## config.mk

```make
export PLATFORM = sky130hd
export DESIGN_NAME = shift_sequencer
export DESIGN_NICKNAME = d
export VERILOG_FILES = /design/src/rtl/shift_sequencer.sv
export SDC_FILE = /design/constraint.sdc
export NUM_CORES = 1
export LEC_CHECK = 0
export CORE_UTILIZATION = 46
export CTS_BUF_LIST = sky130_fd_sc_hd__clkbuf_8
export CTS_CLUSTER_DIAMETER = 150
export DETAILED_ROUTE_END_ITERATION = 8
export PLACE_DENSITY_LB_ADDON = 0.12
export SYNTH_ARGS = -nofsm -noshare
export SYNTH_HDL_FRONTEND = slang
export SYNTH_SLANG_ARGS = --single-unit
```

## constraint.sdc

```tcl
create_clock -name clk -period 2.2 [get_ports clk]
set_input_delay 0.44 -clock clk [delete_from_list [all_inputs] [get_ports clk]]
set_output_delay 0.44 -clock clk [all_outputs]
set_load 0.02 [all_outputs]
```

## src/rtl/shift_sequencer.sv

```systemverilog
`default_nettype none
// ============================================================================
// Module      : shift_sequencer
// Description : Multi-cycle EX-stage shifter controller. Applies one bit of
//               SLL / SRL / SRA per clock until the latched shift amount is
//               consumed, stalling the pipeline via o_busy meanwhile. A flush
//               (i_kill) aborts any operation in flight.
// Revision    : 1.0 - initial release
// ============================================================================
module shift_sequencer #(
    parameter int N   = 32,
    parameter int SHW = 5
) (
    input  logic           clk,
    input  logic           rst,
    input  logic           i_start,
    input  logic [1:0]     i_op,
    input  logic [N-1:0]   i_operand,
    input  logic [SHW-1:0] i_shamt,
    input  logic           i_kill,
    output logic           o_busy,
    output logic           o_done,
    output logic [N-1:0]   o_result
);

    localparam logic [1:0]     c_OP_SRL = 2'b01;
    localparam logic [1:0]     c_OP_SRA = 2'b10;
    localparam logic [SHW-1:0] c_CNT_ONE  = SHW'(1);
    localparam logic [SHW-1:0] c_CNT_ZERO = '0;

    typedef enum logic [1:0] {
        S_IDLE  = 2'b00,
        S_SHIFT = 2'b01,
        S_DONE  = 2'b10
    } state_t;

    state_t          r_state;
    logic [N-1:0]    r_w;
    logic [SHW-1:0]  r_cnt;
    logic [1:0]      r_op;
    logic            r_busy;
    logic            r_done;

    logic [N-1:0]    w_step;
    logic            w_can_accept;

    // One-bit shift step of the working register; reserved op code acts as SLL
    always_comb begin
        w_step = {r_w[N-2:0], 1'b0};
        case (r_op)
            c_OP_SRL: w_step = {1'b0, r_w[N-1:1]};
            c_OP_SRA: w_step = {r_w[N-1], r_w[N-1:1]};
            default:  w_step = {r_w[N-2:0], 1'b0};
        endcase
    end

    // A new request is only taken when no shift is in flight
    assign w_can_accept = (r_state == S_IDLE) || (r_state == S_DONE);

    // Sequencer FSM; busy/done are registered alongside the state so they
    // always equal a decode of the current state with no input-to-output path
    always_ff @(posedge clk) begin
        if (rst) begin
            r_state <= S_IDLE;
            r_w     <= '0;
            r_cnt   <= '0;
            r_op    <= 2'b00;
            r_busy  <= 1'b0;
            r_done  <= 1'b0;
        end else if (i_kill) begin
            // Flush: abandon the operation, keep the partial working value
            r_state <= S_IDLE;
            r_busy  <= 1'b0;
            r_done  <= 1'b0;
        end else begin
            case (r_state)
                S_SHIFT: begin
                    r_w   <= w_step;
                    r_cnt <= r_cnt - c_CNT_ONE;
                    if (r_cnt == c_CNT_ONE) begin
                        r_state <= S_DONE;
                        r_busy  <= 1'b0;
                        r_done  <= 1'b1;
                    end else begin
                        r_state <= S_SHIFT;
                        r_busy  <= 1'b1;
                        r_done  <= 1'b0;
                    end
                end
                default: begin
                    if (w_can_accept && i_start) begin
                        r_w   <= i_operand;
                        r_op  <= i_op;
                        r_cnt <= i_shamt;
                        if (i_shamt == c_CNT_ZERO) begin
                            r_state <= S_DONE;
                            r_busy  <= 1'b0;
                            r_done  <= 1'b1;
                        end else begin
                            r_state <= S_SHIFT;
                            r_busy  <= 1'b1;
                            r_done  <= 1'b0;
                        end
                    end else begin
                        r_state <= S_IDLE;
                        r_busy  <= 1'b0;
                        r_done  <= 1'b0;
                    end
                end
            endcase
        end
    end

    assign o_busy   = r_busy;
    assign o_done   = r_done;
    assign o_result = r_w;

endmodule
`default_nettype wire
```

==> summary.md, run 1 <==
| Metric | Value |
|---|---|
| ANT cells | `0` |
| Count of placed standard cells in the final layout, fillers left out | `380` |
| Synthesized area | `2140 um2` |
| Reported max-cap violation count | `0` |
| # DRC | `0` |
| Critical path arrival | `1.43 ns` |
| Slew HR | `67.4%` |
| Utilization of the core after routing | `69.2%` |
| Drt first-iter violations | `243` |
| RSZ-0062 raised after global routing | `no` |
| Fmax achieved | `536 MHz` |
| Most frequently used cell type in the post-synthesis netlist | `dfxtp_1` |
| Final Critical Period | `1.87 ns` |
| Layout cells sized above 1 | `7.32%` |
| # resized after CTS | `0` |
| Final #Nets | `374` |
| Count of hold-fix buffers inserted at cts | `0` |
| Class of the tightest hold or removal check | `reg -> reg` |
| Largest delay contributor family on the critical path | `buffers and inverters` |
| Post-synth top area share | `38.4%` |
| Ys Warns | `0` |
| Fraction of synthesis flops using an asynchronous set or reset pin | `0%` |
| Via-to-Cell Ratio | `6.09` |
| Leakage | `0.00109 uW` |
| Setup crit start kind | `flop` |
| Reg2Reg Setup Slack | `0.56 ns` |
| Critical path, cell by cell | `clkdlybuf4s50_1` |
| CTS tree | `yes` |
| Final count of negative-setup-slack endpoints | `0` |
| Number of hold violations in the final report | `0` |
| Sinks on the clock net | `41` |
| Flip-flop and latch count after synthesis | `41` |
| Vertical die dimension | `70.2 um` |
| Mean post-synth cell area | `8.22 um2` |
| Total global-route track usage | `25.2%` |
| Wirelength per Cell | `15.7 um` |
| Deepest clock path buffer count | `2` |
| Total wirelength of the detailed-routed design | `5980 um` |
| Post-Synthesis Net Count | `307` |
| Worst min-delay path endpoint | `r_cnt[1]$_SDFFE_PP0P_` |
| Period utilization | `84.8%` |
| Clock insertion delay at the later pin of the skew report | `0.30 ns` |
| Routability congestion estimate from global placement | `0.903` |
| X dimension of the die | `70.2 um` |
| Root Driver | `clkbuf_8` |
| Post-synth EDFFs | `0` |
| Initial standard-cell utilization of the core | `48.4%` |
| TritonCTS Buffers | `5` |
| Global route total overflow | `0` |
| Outcome | `complete, no violations` |
| Cell with the largest stage delay on the worst path | `clkdlybuf4s50_1` |
| Pwr Density | `630 nW/um2` |
| Reg2reg start | `r_op[0]$_SDFFE_PP0P_` |
| Count of input and output buffers | `76` |
| Clock-pin slew of the registers on the worst-case setup and hold paths | `0.07 ns` |
| Placed Cells incl. Taps | `372` |
| Remaining antenna violation count | `0` |
| Layout-stage area growth over the synthesis result | `42.8%` |
| Cell depth of the worst flop-to-flop path | `6` |
| Pins over their slew limit | `0` |
| Setup Skew | `0.00949 ns` |
| Crit Path Category | `reg -> out` |
| Post-DP HPWL | `3990 um` |
| Pin count of the biggest net entering global routing | `44` |
| Detailed Routing Iterations Pass 1 | `4` |
| Total negative setup slack | `0 ns` |
| Worst vdd rail ir drop | `0.447 mV` |
| Required time of the critical path | `1.76 ns` |
| Initial antenna violation count | `0` |
| Post-synthesis cell type with the largest combined area | `dfxtp_1` |
| Slew at the pin closest to its max-slew limit | `0.487 ns` |
| Number of buffer and inverter stages on the critical path | `1` |
| Die Footprint | `4930 um2` |
| Endpoint kind of the worst setup timing path | `output port` |
| Number of vias in the routed layout | `2,313` |
| Synth area leaders | `dfxtp_1 38%, a221oi_1 13%, o31ai_1 11%` |
| First-pass GRT wire length | `10,100 um` |
| Largest fanout of any net on the critical path | `8` |
| Commonest cells post-synth | `41 x dfxtp_1, 39 x a21oi_1, 36 x nand2_1, 31 x a221oi_1, 30 x o31ai_1` |
| Number of cells traversed by the worst hold path | `2` |
| Total core area | `4410 um2` |
| Main flop type after synthesis | `dfxtp_1` |
| Post-CTS Setup Inserts | `0` |
| Boundary Pins | `77` |
| Cell Rows | `24` |
| Hold Startpoint | `r_cnt[1]$_SDFFE_PP0P_` |
| Worst stage delay on the critical path | `0.66 ns` |
| Gate count of the mapped netlist | `260` |
| Number of global-route vias before repair | `2,181` |
| Portion of the post-synthesis area used by sequential elements | `38.4%` |
| Number of distinct library cells after synthesis | `34` |
| Reg2Reg Capture Point | `o_result[0]$_SDFFE_PP0P_` |
| Htree depth | `2` |
## layer usage
metal  part of all wire (%)  vias to the layer above  track usage (%)  wire [um]
li1                       -                     1125                -          -
met1                     45                     1099             32.8       2690
met2                     48                       83             41.6       2860
met3                    6.1                        6             5.77        367
met4                    1.0                        0             7.56         60
met5                      0                        -                0          0
## layout make-up
type | instances | area (um2)
Timing Repair Buffer | 87 | 868
Clock buffer | 6 | 82.6
Tap cell | 52 | 65.1
Fill cell | 394 | 1360
Clock inverter | 2 | 33.8
Sequential cell | 41 | 821
Multi-Input combinational cell | 187 | 1160
Inverter | 5 | 18.8
## state kept, by name, indices dropped and copies added (netlist names)
register / count
o_result: 32
r_cnt: 5
r_op: 2
o_busy: 1
r_state: 1
## per-stage QoR
stage          instance area (um2)  setup slack, ns  hold WS (ns)  total power (uW)
2_1_floorplan                 2140            0.644         0.458              1090
3_3_place_gp                  2940            0.309         0.476              1300
3_5_place_dp                  2940            0.277         0.482              1310
4_1_cts                       3050            0.338         0.494              1930
5_1_grt                       3050            0.310         0.515              2000
6_report                      3050            0.334         0.496              1920
## how the worst max path moves through the flow
stage,startpoint,endpoint,cells after the start
5_1_grt,o_busy$_SDFF_PP0_,o_busy,1
3_3_place_gp,i_start,o_result[11]$_SDFFE_PP0P_,5
3_5_place_dp,i_start,o_result[5]$_SDFFE_PP0P_,5
4_1_cts,o_busy$_SDFF_PP0_,o_busy,1
6_report,o_busy$_SDFF_PP0_,o_busy,1
2_1_floorplan,r_op[0]$_SDFFE_PP0P_,o_result[10]$_SDFFE_PP0P_,6
## report_power, final
| group | switching [uW] | internal, uW | total, uW |
|---|---|---|---|
| logic | 225 | 224 | 449 |
| registers | 55.2 | 791 | 847 |
| clock network | 263 | 366 | 628 |
| total | 543 | 1380 | 1920 |
## cells in the final DEF (no fill, tap or decap)
| master | synthesis | final |
|---|---|---|
| or4_1 | 1 | 1 |
| nor2b_2 | 0 | 2 |
| clkbuf_8 | 0 | 6 |
| a22o_1 | 1 | 1 |
| a21oi_1 | 39 | 39 |
| nor2_2 | 0 | 1 |
| o41ai_1 | 1 | 1 |
| o32ai_1 | 1 | 1 |
| ha_1 | 4 | 4 |
| nor3b_1 | 3 | 3 |
| o211ai_1 | 1 | 1 |
| nor4_1 | 1 | 1 |
| and3_1 | 2 | 2 |
| buf_4 | 0 | 9 |
| buf_12 | 0 | 2 |
| nand2_1 | 36 | 36 |
| and2_1 | 1 | 1 |
| o31ai_1 | 30 | 30 |
| a311oi_1 | 1 | 1 |
| a31oi_1 | 1 | 1 |
| dfxtp_1 | 41 | 41 |
| a31oi_2 | 1 | 1 |
| bufinv_16 | 0 | 1 |
| nor3_1 | 4 | 4 |
| o21ai_0 | 3 | 3 |
| a21o_1 | 2 | 2 |
| or2_2 | 1 | 1 |
| a221oi_1 | 31 | 31 |
| nor2_1 | 12 | 11 |
| nand3_1 | 1 | 1 |
| a21oi_2 | 1 | 1 |
| or2_1 | 0 | 1 |
| o21ai_1 | 2 | 2 |
| inv_1 | 5 | 6 |
| clkdlybuf4s50_1 | 0 | 76 |
| nand2b_1 | 2 | 2 |
| a211oi_1 | 1 | 1 |
## cells by family after synthesis
group,synth area share (%)
DFF,38.4
buffers and inverters,7.49
and+or+nand+nor,13.9
adders and majority gates,2.34
AOI/OAI and AO/OA,37.9
Note: power is estimated with default switching activity, not from simulation.
==> run 2, diff against run 1 <==
--- a/config.mk
+++ b/config.mk
@@ -5,7 +5,7 @@
 export SDC_FILE = /design/constraint.sdc
 export NUM_CORES = 1
 export LEC_CHECK = 0
-export CORE_UTILIZATION = 46
+export CORE_UTILIZATION = 42
 export CTS_BUF_LIST = sky130_fd_sc_hd__clkbuf_8
 export CTS_CLUSTER_DIAMETER = 150
 export DETAILED_ROUTE_END_ITERATION = 8
==> constraint.sdc (replaced) <==
create_clock -name clk -period 1.71 [get_ports clk]
set_input_delay 0.342 -clock clk [delete_from_list [all_inputs] [get_ports clk]]
set_output_delay 0.342 -clock clk [all_outputs]
set_load 0.02 [all_outputs]
==> run 2 against run 1 <==
Against the previous run: via count grew 2.4%; utilization fell by 2.0 points; wire length is 4.1% higher; register-to-register slack worse by 0.40 ns; clock skew hardly changed; setup slack got worse by 0.29 ns; clock-buffer cell count is the same; critical path type unchanged; largest power group unchanged.
==> summary.md, run 2 (synthesized netlist as in run 1, its figures left out) <==
| Metric | Value |
|---|---|
| Highest metal layer with signal wires | `met4` |
| Via-to-Cell Ratio | `5.79 (-4.9%)` |
| Total of fill cells in the finished design | `444 (+13%)` |
| Critical path arrival | `1.32 ns (-0.11 ns)` |
| Worst vdd rail ir drop | `0.442 mV (-1.2%)` |
| Global route total overflow | `0 (unchanged)` |
| Final Critical Period | `1.66 ns` |
| Reg2Reg Setup Slack | `0.16 ns (-0.40 ns)` |
| Clock-pin slew of the registers on the worst-case setup and hold paths | `0.09 ns (+0.02 ns)` |
| RSZ-0062 raised after global routing | `no` |
| Final Total Pwr | `2530 uW (+31%)` |
| Number of buffer and inverter stages on the critical path | `1 (unchanged)` |
| Met3 wire length | `367 um (unchanged)` |
| Number of hold violations in the final report | `0 (unchanged)` |
| Layout cells sized above 1 | `11.4% (+4.1 points)` |
| Post-DP HPWL | `4350 um (+9.2%)` |
| Largest register FFs | `32 (unchanged)` |
| Routability congestion estimate from global placement | `0.770 (-15%)` |
| Cell Rows | `25 (+4.2%)` |
| Crit Path Category | `reg -> out` |
| Met1 wire length | `2880 um (+7.0%)` |
| Most frequent standard cell in the layout excluding fill and tap cells | `clkdlybuf4s50_1` |
| Required time of the critical path | `1.37 ns (-0.39 ns)` |
| Detailed Routing Iterations Pass 1 | `4 (unchanged)` |
| Root Driver | `clkbuf_8` |
| Drt first-iter violations | `223 (-8.2%)` |
| Period utilization | `97.3%` |
| Largest fanout of any net on the critical path | `4 (-4)` |
| Slew at the pin closest to its max-slew limit | `0.324 ns (-0.164 ns)` |
| Total wirelength of the detailed-routed design | `6230 um (+4.1%)` |
| Setup Skew | `0.00934 ns (-0.000150 ns)` |
| Clock insertion delay at the later pin of the skew report | `0.31 ns (about the same)` |
| Deepest clock path buffer count | `2 (unchanged)` |
| Class of the tightest hold or removal check | `reg -> reg` |
| Leakage | `0.00144 uW (+32%)` |
| Worst Hold Slack | `0.493 ns (-0.00256 ns)` |
| Fmax achieved | `601 MHz` |
| Pin count of the biggest net entering global routing | `32 (-27%)` |
| Slew HR | `78.3% (+11 points)` |
| Reported max-cap violation count | `0 (unchanged)` |
| Endpoint kind of the worst setup timing path | `output port` |
| Final #Nets | `388 (+3.7%)` |
| Setup crit start kind | `flop` |
| Wirelength per Cell | `15.2 um (-3.3%)` |
| First-pass GRT wire length | `10,100 um (-0.82%)` |
| # DRC | `0 (unchanged)` |
| Remaining antenna violation count | `0 (unchanged)` |
| Count of input and output buffers | `76 (unchanged)` |
| TritonCTS Buffers | `5 (unchanged)` |
| X dimension of the die | `73.4 um (+4.5%)` |
| Placed Cells incl. Taps | `401 (+7.8%)` |
| Commonest non-fill, non-tap cells in the layout | `57 x clkdlybuf4s50_1, 41 x dfxtp_1, 39 x a21oi_1` |
| Count of placed standard cells in the final layout, fillers left out | `409 (+7.6%)` |
| Htree depth | `2 (unchanged)` |
| Number of global-route vias before repair | `2,126 (-2.5%)` |
| Worst Setup Slack, final | `0.0462 ns (-0.288 ns)` |
| CTS tree | `yes` |
| Total global-route track usage | `24.2% (-1.0 points)` |
| Number of vias in the routed layout | `2,368 (+2.4%)` |
| Boundary Pins | `77 (unchanged)` |
| Largest delay contributor family on the critical path | `buffers and inverters` |
| Layout-stage area growth over the synthesis result | `51.3%` |
| Amount of wire on met2 after detailed routing | `2920 um (+1.8%)` |
| Cell with the largest stage delay on the worst path | `clkdlybuf4s50_1` |
| Final count of negative-setup-slack endpoints | `0 (unchanged)` |
| Initial antenna violation count | `0 (unchanged)` |
| Initial standard-cell utilization of the core | `44.4% (-4.1 points)` |
| Outcome | `complete, no violations` |
| ANT cells | `0 (unchanged)` |
| Pins over their slew limit | `0 (unchanged)` |
| Worst stage delay on the critical path | `0.64 ns (-0.02 ns)` |
| Vertical die dimension | `73.4 um (+4.5%)` |
| Post-CTS Setup Inserts | `0 (unchanged)` |
| Worst slack at placement | `-0.0795 ns (-0.356 ns)` |
| Total core area | `4820 um2 (+9.1%)` |
| Die Footprint | `5380 um2 (+9.2%)` |
| Pwr Density | `781 nW/um2 (+24%)` |
| Critical path, cell by cell | `clkdlybuf4s50_1` |
| Sinks on the clock net | `41 (unchanged)` |
run 2: cell count changes in the layout (fill, tap and decap cells not counted), moves of 3 or more:
cell	before	now
dlygate4sd2_1	0	3
dlymetal6s2s_1	0	16
buf_4	9	21
clkdlybuf4s50_1	76	57
run 2: metal layers:
layer | track usage (%) | vias to the layer above
met5 | 0 | -
met4 | 6.84 | 0
met3 | 5.21 | 6
met2 | 37.4 | 83
met1 | 33.9 | 1129
li1 | - | 1150
run 2: area by class of cell:
class,instances,area (um2),share of cell area (%)
Multi-Input combinational cell,187,1160,36.0
Timing Repair Buffer,101,1030,31.7
Sequential cell,41,821,25.4
Tap cell,67,83.8,2.59
Clock buffer,6,82.6,2.55
Clock inverter,2,37.5,1.16
Inverter,5,18.8,0.580
run 2: worst paths after layout:
kind	end	cells past startpoint	startpoint
hold / removal	o_result[24]$_SDFFE_PP0P_	2	o_result[24]$_SDFFE_PP0P_
setup reg to reg	o_result[31]$_SDFFE_PP0P_	5	o_busy$_SDFF_PP0_
setup / recovery	o_result[10]	1	o_result[10]$_SDFFE_PP0P_
hold reg to reg	o_result[24]$_SDFFE_PP0P_	2	o_result[24]$_SDFFE_PP0P_
run 2: power breakdown:
part	leakage, uW	total, uW	internal (uW)	switching [uW]
clock	0.0000574	835	475	360
combinational	0.00105	604	307	297
sequential	0.000336	1090	1020	70.4
run 2: what timing repair did:
| action | CTS | global route |
|---|---|---|
| hold buffers | 0 | 0 |
| setup endpoints to repair | 3 | 17 |
| resized for setup | 3 | 17 |
| endpoints found under the hold margin | 0 | 0 |
run 2: per-stage QoR:
stage	setup TNS, ns	area [um2]	utilization, %
2_1_floorplan	0	2140	-
3_3_place_gp	-1.44	3070	63.8
3_5_place_dp	-1.86	3070	63.8
4_1_cts	0	3190	66.2
5_1_grt	0	3230	67.1
6_report	0	3230	67.1
run 2: worst min-delay path, cell delays in order, from the launching register on:
cell	delay, ns
dfxtp_1	0.34
nand2_1	0.06
o31ai_1	0.05
==> run 3, diff against run 2 <==
--- a/config.mk
+++ b/config.mk
@@ -9,6 +9,7 @@
 export CTS_BUF_LIST = sky130_fd_sc_hd__clkbuf_8
 export CTS_CLUSTER_DIAMETER = 150
 export DETAILED_ROUTE_END_ITERATION = 8
+export MAX_ROUTING_LAYER = met4
 export PLACE_DENSITY_LB_ADDON = 0.12
 export SYNTH_ARGS = -nofsm -noshare
 export SYNTH_HDL_FRONTEND = slang
==> run 3 against run 2 <==
Against the previous run: hold slack better by 0.0023 ns; non-clock buffer count unchanged; critical path type unchanged; critical endpoint unchanged; largest cell class unchanged; setup slack about the same; utilization unchanged; first-iteration DRC count up 5.4%; final cell count unchanged; global-route usage up 0.66 points.
==> summary.md, run 3 (synthesized netlist as in run 1, its figures left out) <==
| Metric | Value |
|---|---|
| Cell Rows | `25 (unchanged)` |
| Total core area | `4820 um2 (unchanged)` |
| RSZ-0062 raised after global routing | `no` |
| Count of placed standard cells in the final layout, fillers left out | `409 (unchanged)` |
| Post-CTS Setup Inserts | `0 (unchanged)` |
| Class of the tightest hold or removal check | `reg -> reg` |
| Die Footprint | `5380 um2 (unchanged)` |
| Final count of negative-setup-slack endpoints | `0 (unchanged)` |
| Reg2Reg Setup Slack | `0.16 ns (about the same)` |
| Reported max-cap violation count | `0 (unchanged)` |
| Number of cells traversed by the worst hold path | `2 (unchanged)` |
| Total negative setup slack | `0 ns (unchanged)` |
| Setup Skew | `0.00800 ns (-0.00134 ns)` |
| Total global-route track usage | `24.8% (+0.66 points)` |
| Critical path arrival | `1.32 ns (about the same)` |
| Final Critical Period | `1.66 ns (+0.000443 ns)` |
| Count of hold-fix buffers inserted at cts | `0 (unchanged)` |
| Slew HR | `78.0% (-0.37 points)` |
| CTS tree | `yes` |
| X dimension of the die | `73.4 um (unchanged)` |
| Wirelength per Cell | `15.1 um (-0.61%)` |
| Number of global-route vias before repair | `2,129 (+0.14%)` |
| Pwr Density | `780 nW/um2 (-0.20%)` |
| Initial antenna violation count | `0 (unchanged)` |
| Final #Nets | `388 (unchanged)` |
| Critical path, cell by cell | `clkdlybuf4s50_1` |
| Detailed Routing Iterations Pass 1 | `4 (unchanged)` |
| CP startpoint | `o_result[10]$_SDFFE_PP0P_` |
| Footprint of the flip-flops and latches | `821 um2 (unchanged)` |
| # resized after CTS | `3 (unchanged)` |
| Reported net switching power | `722 uW (-0.66%)` |
| ANT cells | `0 (unchanged)` |
| Number of hold violations in the final report | `0 (unchanged)` |
| Total wirelength of the detailed-routed design | `6190 um (-0.61%)` |
| Largest fanout of any net on the critical path | `4 (unchanged)` |
| Layout-stage area growth over the synthesis result | `51.3% (unchanged)` |
| Via-to-Cell Ratio | `5.77 (-0.34%)` |
| First-pass GRT wire length | `10,000 um (-0.14%)` |
| Required time of the critical path | `1.37 ns (about the same)` |
| Largest delay contributor family on the critical path | `buffers and inverters` |
| Power share of the clock group | `32.9% (about the same)` |
| Number of vias in the routed layout | `2,360 (-0.34%)` |
| Placed Cells incl. Taps | `401 (unchanged)` |
| Worst stage delay on the critical path | `0.64 ns (about the same)` |
| Htree depth | `2 (unchanged)` |
| Hold Startpoint | `o_result[26]$_SDFFE_PP0P_` |
| Layout cells sized above 1 | `11.4% (unchanged)` |
| Fraction of power consumed by combinational cells | `23.9% (about the same)` |
| Reg2reg start | `o_busy$_SDFF_PP0_` |
| Portion of total power attributed to sequential cells | `43.2% (about the same)` |
| Leakage | `0.00144 uW (unchanged)` |
| Drt first-iter violations | `235 (+5.4%)` |
| Commonest non-fill, non-tap cells in the layout | `57 x clkdlybuf4s50_1, 41 x dfxtp_1, 39 x a21oi_1` |
| Clock insertion delay at the later pin of the skew report | `0.30 ns (about the same)` |
| Sinks on the clock net | `41 (unchanged)` |
| Routability congestion estimate from global placement | `0.781 (+1.4%)` |
| Clock-pin slew of the registers on the worst-case setup and hold paths | `0.09 ns (about the same)` |
| Crit Path Category | `reg -> out` |
| Largest register FFs | `32 (unchanged)` |
| TritonCTS Buffers | `5 (unchanged)` |
| Cell depth of the worst flop-to-flop path | `5 (unchanged)` |
| Boundary Pins | `77 (unchanged)` |
| Worst vdd rail ir drop | `0.441 mV (-0.14%)` |
| Fmax achieved | `601 MHz (about the same)` |
| Period utilization | `97.3% (about the same)` |
| # DRC | `0 (unchanged)` |
| Slew at the pin closest to its max-slew limit | `0.329 ns (+0.00551 ns)` |
| Remaining antenna violation count | `0 (unchanged)` |
| Number of buffer and inverter stages on the critical path | `1 (unchanged)` |
| Total of fill cells in the finished design | `444 (unchanged)` |
| Reg2Reg Capture Point | `o_result[31]$_SDFFE_PP0P_` |
| Cell with the largest stage delay on the worst path | `clkdlybuf4s50_1` |
| Outcome | `complete, no violations` |
| Root Driver | `clkbuf_8` |
| Deepest clock path buffer count | `2 (unchanged)` |
| Count of input and output buffers | `76 (unchanged)` |
| Global route total overflow | `0 (unchanged)` |
| Worst min-delay path endpoint | `o_result[26]$_SDFFE_PP0P_` |
| Multi-input logic area | `1160 um2 (unchanged)` |
| Switch share | `28.6% (-0.14 points)` |
| Pin count of the biggest net entering global routing | `32 (unchanged)` |
| Vertical die dimension | `73.4 um (unchanged)` |
| Post-DP HPWL | `4350 um (unchanged)` |
| Endpoint kind of the worst setup timing path | `output port` |
| Initial standard-cell utilization of the core | `44.4% (unchanged)` |
| Setup crit start kind | `flop` |
| Most frequent standard cell in the layout excluding fill and tap cells | `clkdlybuf4s50_1` |
| Pins over their slew limit | `0 (unchanged)` |
| Internal Power | `1800 uW (about the same)` |
[run 3: final cells by class]
class                           instances  share of cell area [%]
Inverter                                5                   0.580
Clock inverter                          2                    1.16
Sequential cell                        41                    25.4
Tap cell                               67                    2.59
Clock buffer                            6                    2.55
Multi-Input combinational cell        187                    36.0
Timing Repair Buffer                  101                    31.7
[run 3: power groups by stage]
| stage | Clock (uW) | Combinational (uW) | Sequential [uW] |
|---|---|---|---|
| 2_1_floorplan | 0 | 249 | 1160 |
| 3_3_place_gp | 0 | 603 | 1110 |
| 3_5_place_dp | 0 | 608 | 1110 |
| 4_1_cts | 843 | 608 | 1090 |
| 5_1_grt | 884 | 654 | 1100 |
| 6_report | 831 | 603 | 1090 |
[run 3: worst max path at each step]
stage / end / cells past startpoint
5_1_grt: o_result[27] / 1
3_5_place_dp: o_result[8]$_SDFFE_PP0P_ / 4
4_1_cts: o_result[25] / 1
2_1_floorplan: o_result[10]$_SDFFE_PP0P_ / 6
3_3_place_gp: o_result[22]$_SDFFE_PP0P_ / 4
6_report: o_result[10] / 1
[run 3: per-layer routing]
layer / global-route usage, % / up-vias / wire [um]
met4: 6.84 / 0 / 66
met5: - / - / 0
met2: 37.6 / 91 / 2890
met3: 5.21 / 6 / 413
li1: - / 1151 / -
met1: 33.6 / 1112 / 2820
[run 3: per-stage QoR]
step	total power, uW	worst slack (ns)	hold WS, ns	util (%)	instance area (um2)
final	2520	0.0458	0.495	67.1	3230
after CTS	2540	0.0179	0.492	66.2	3190
after floorplan	1400	0.154	0.458	-	2140
after detailed placement	1720	-0.0795	0.480	63.8	3070
after global routing	2640	0.00250	0.518	67.1	3230
after global placement	1710	-0.0659	0.478	63.8	3070
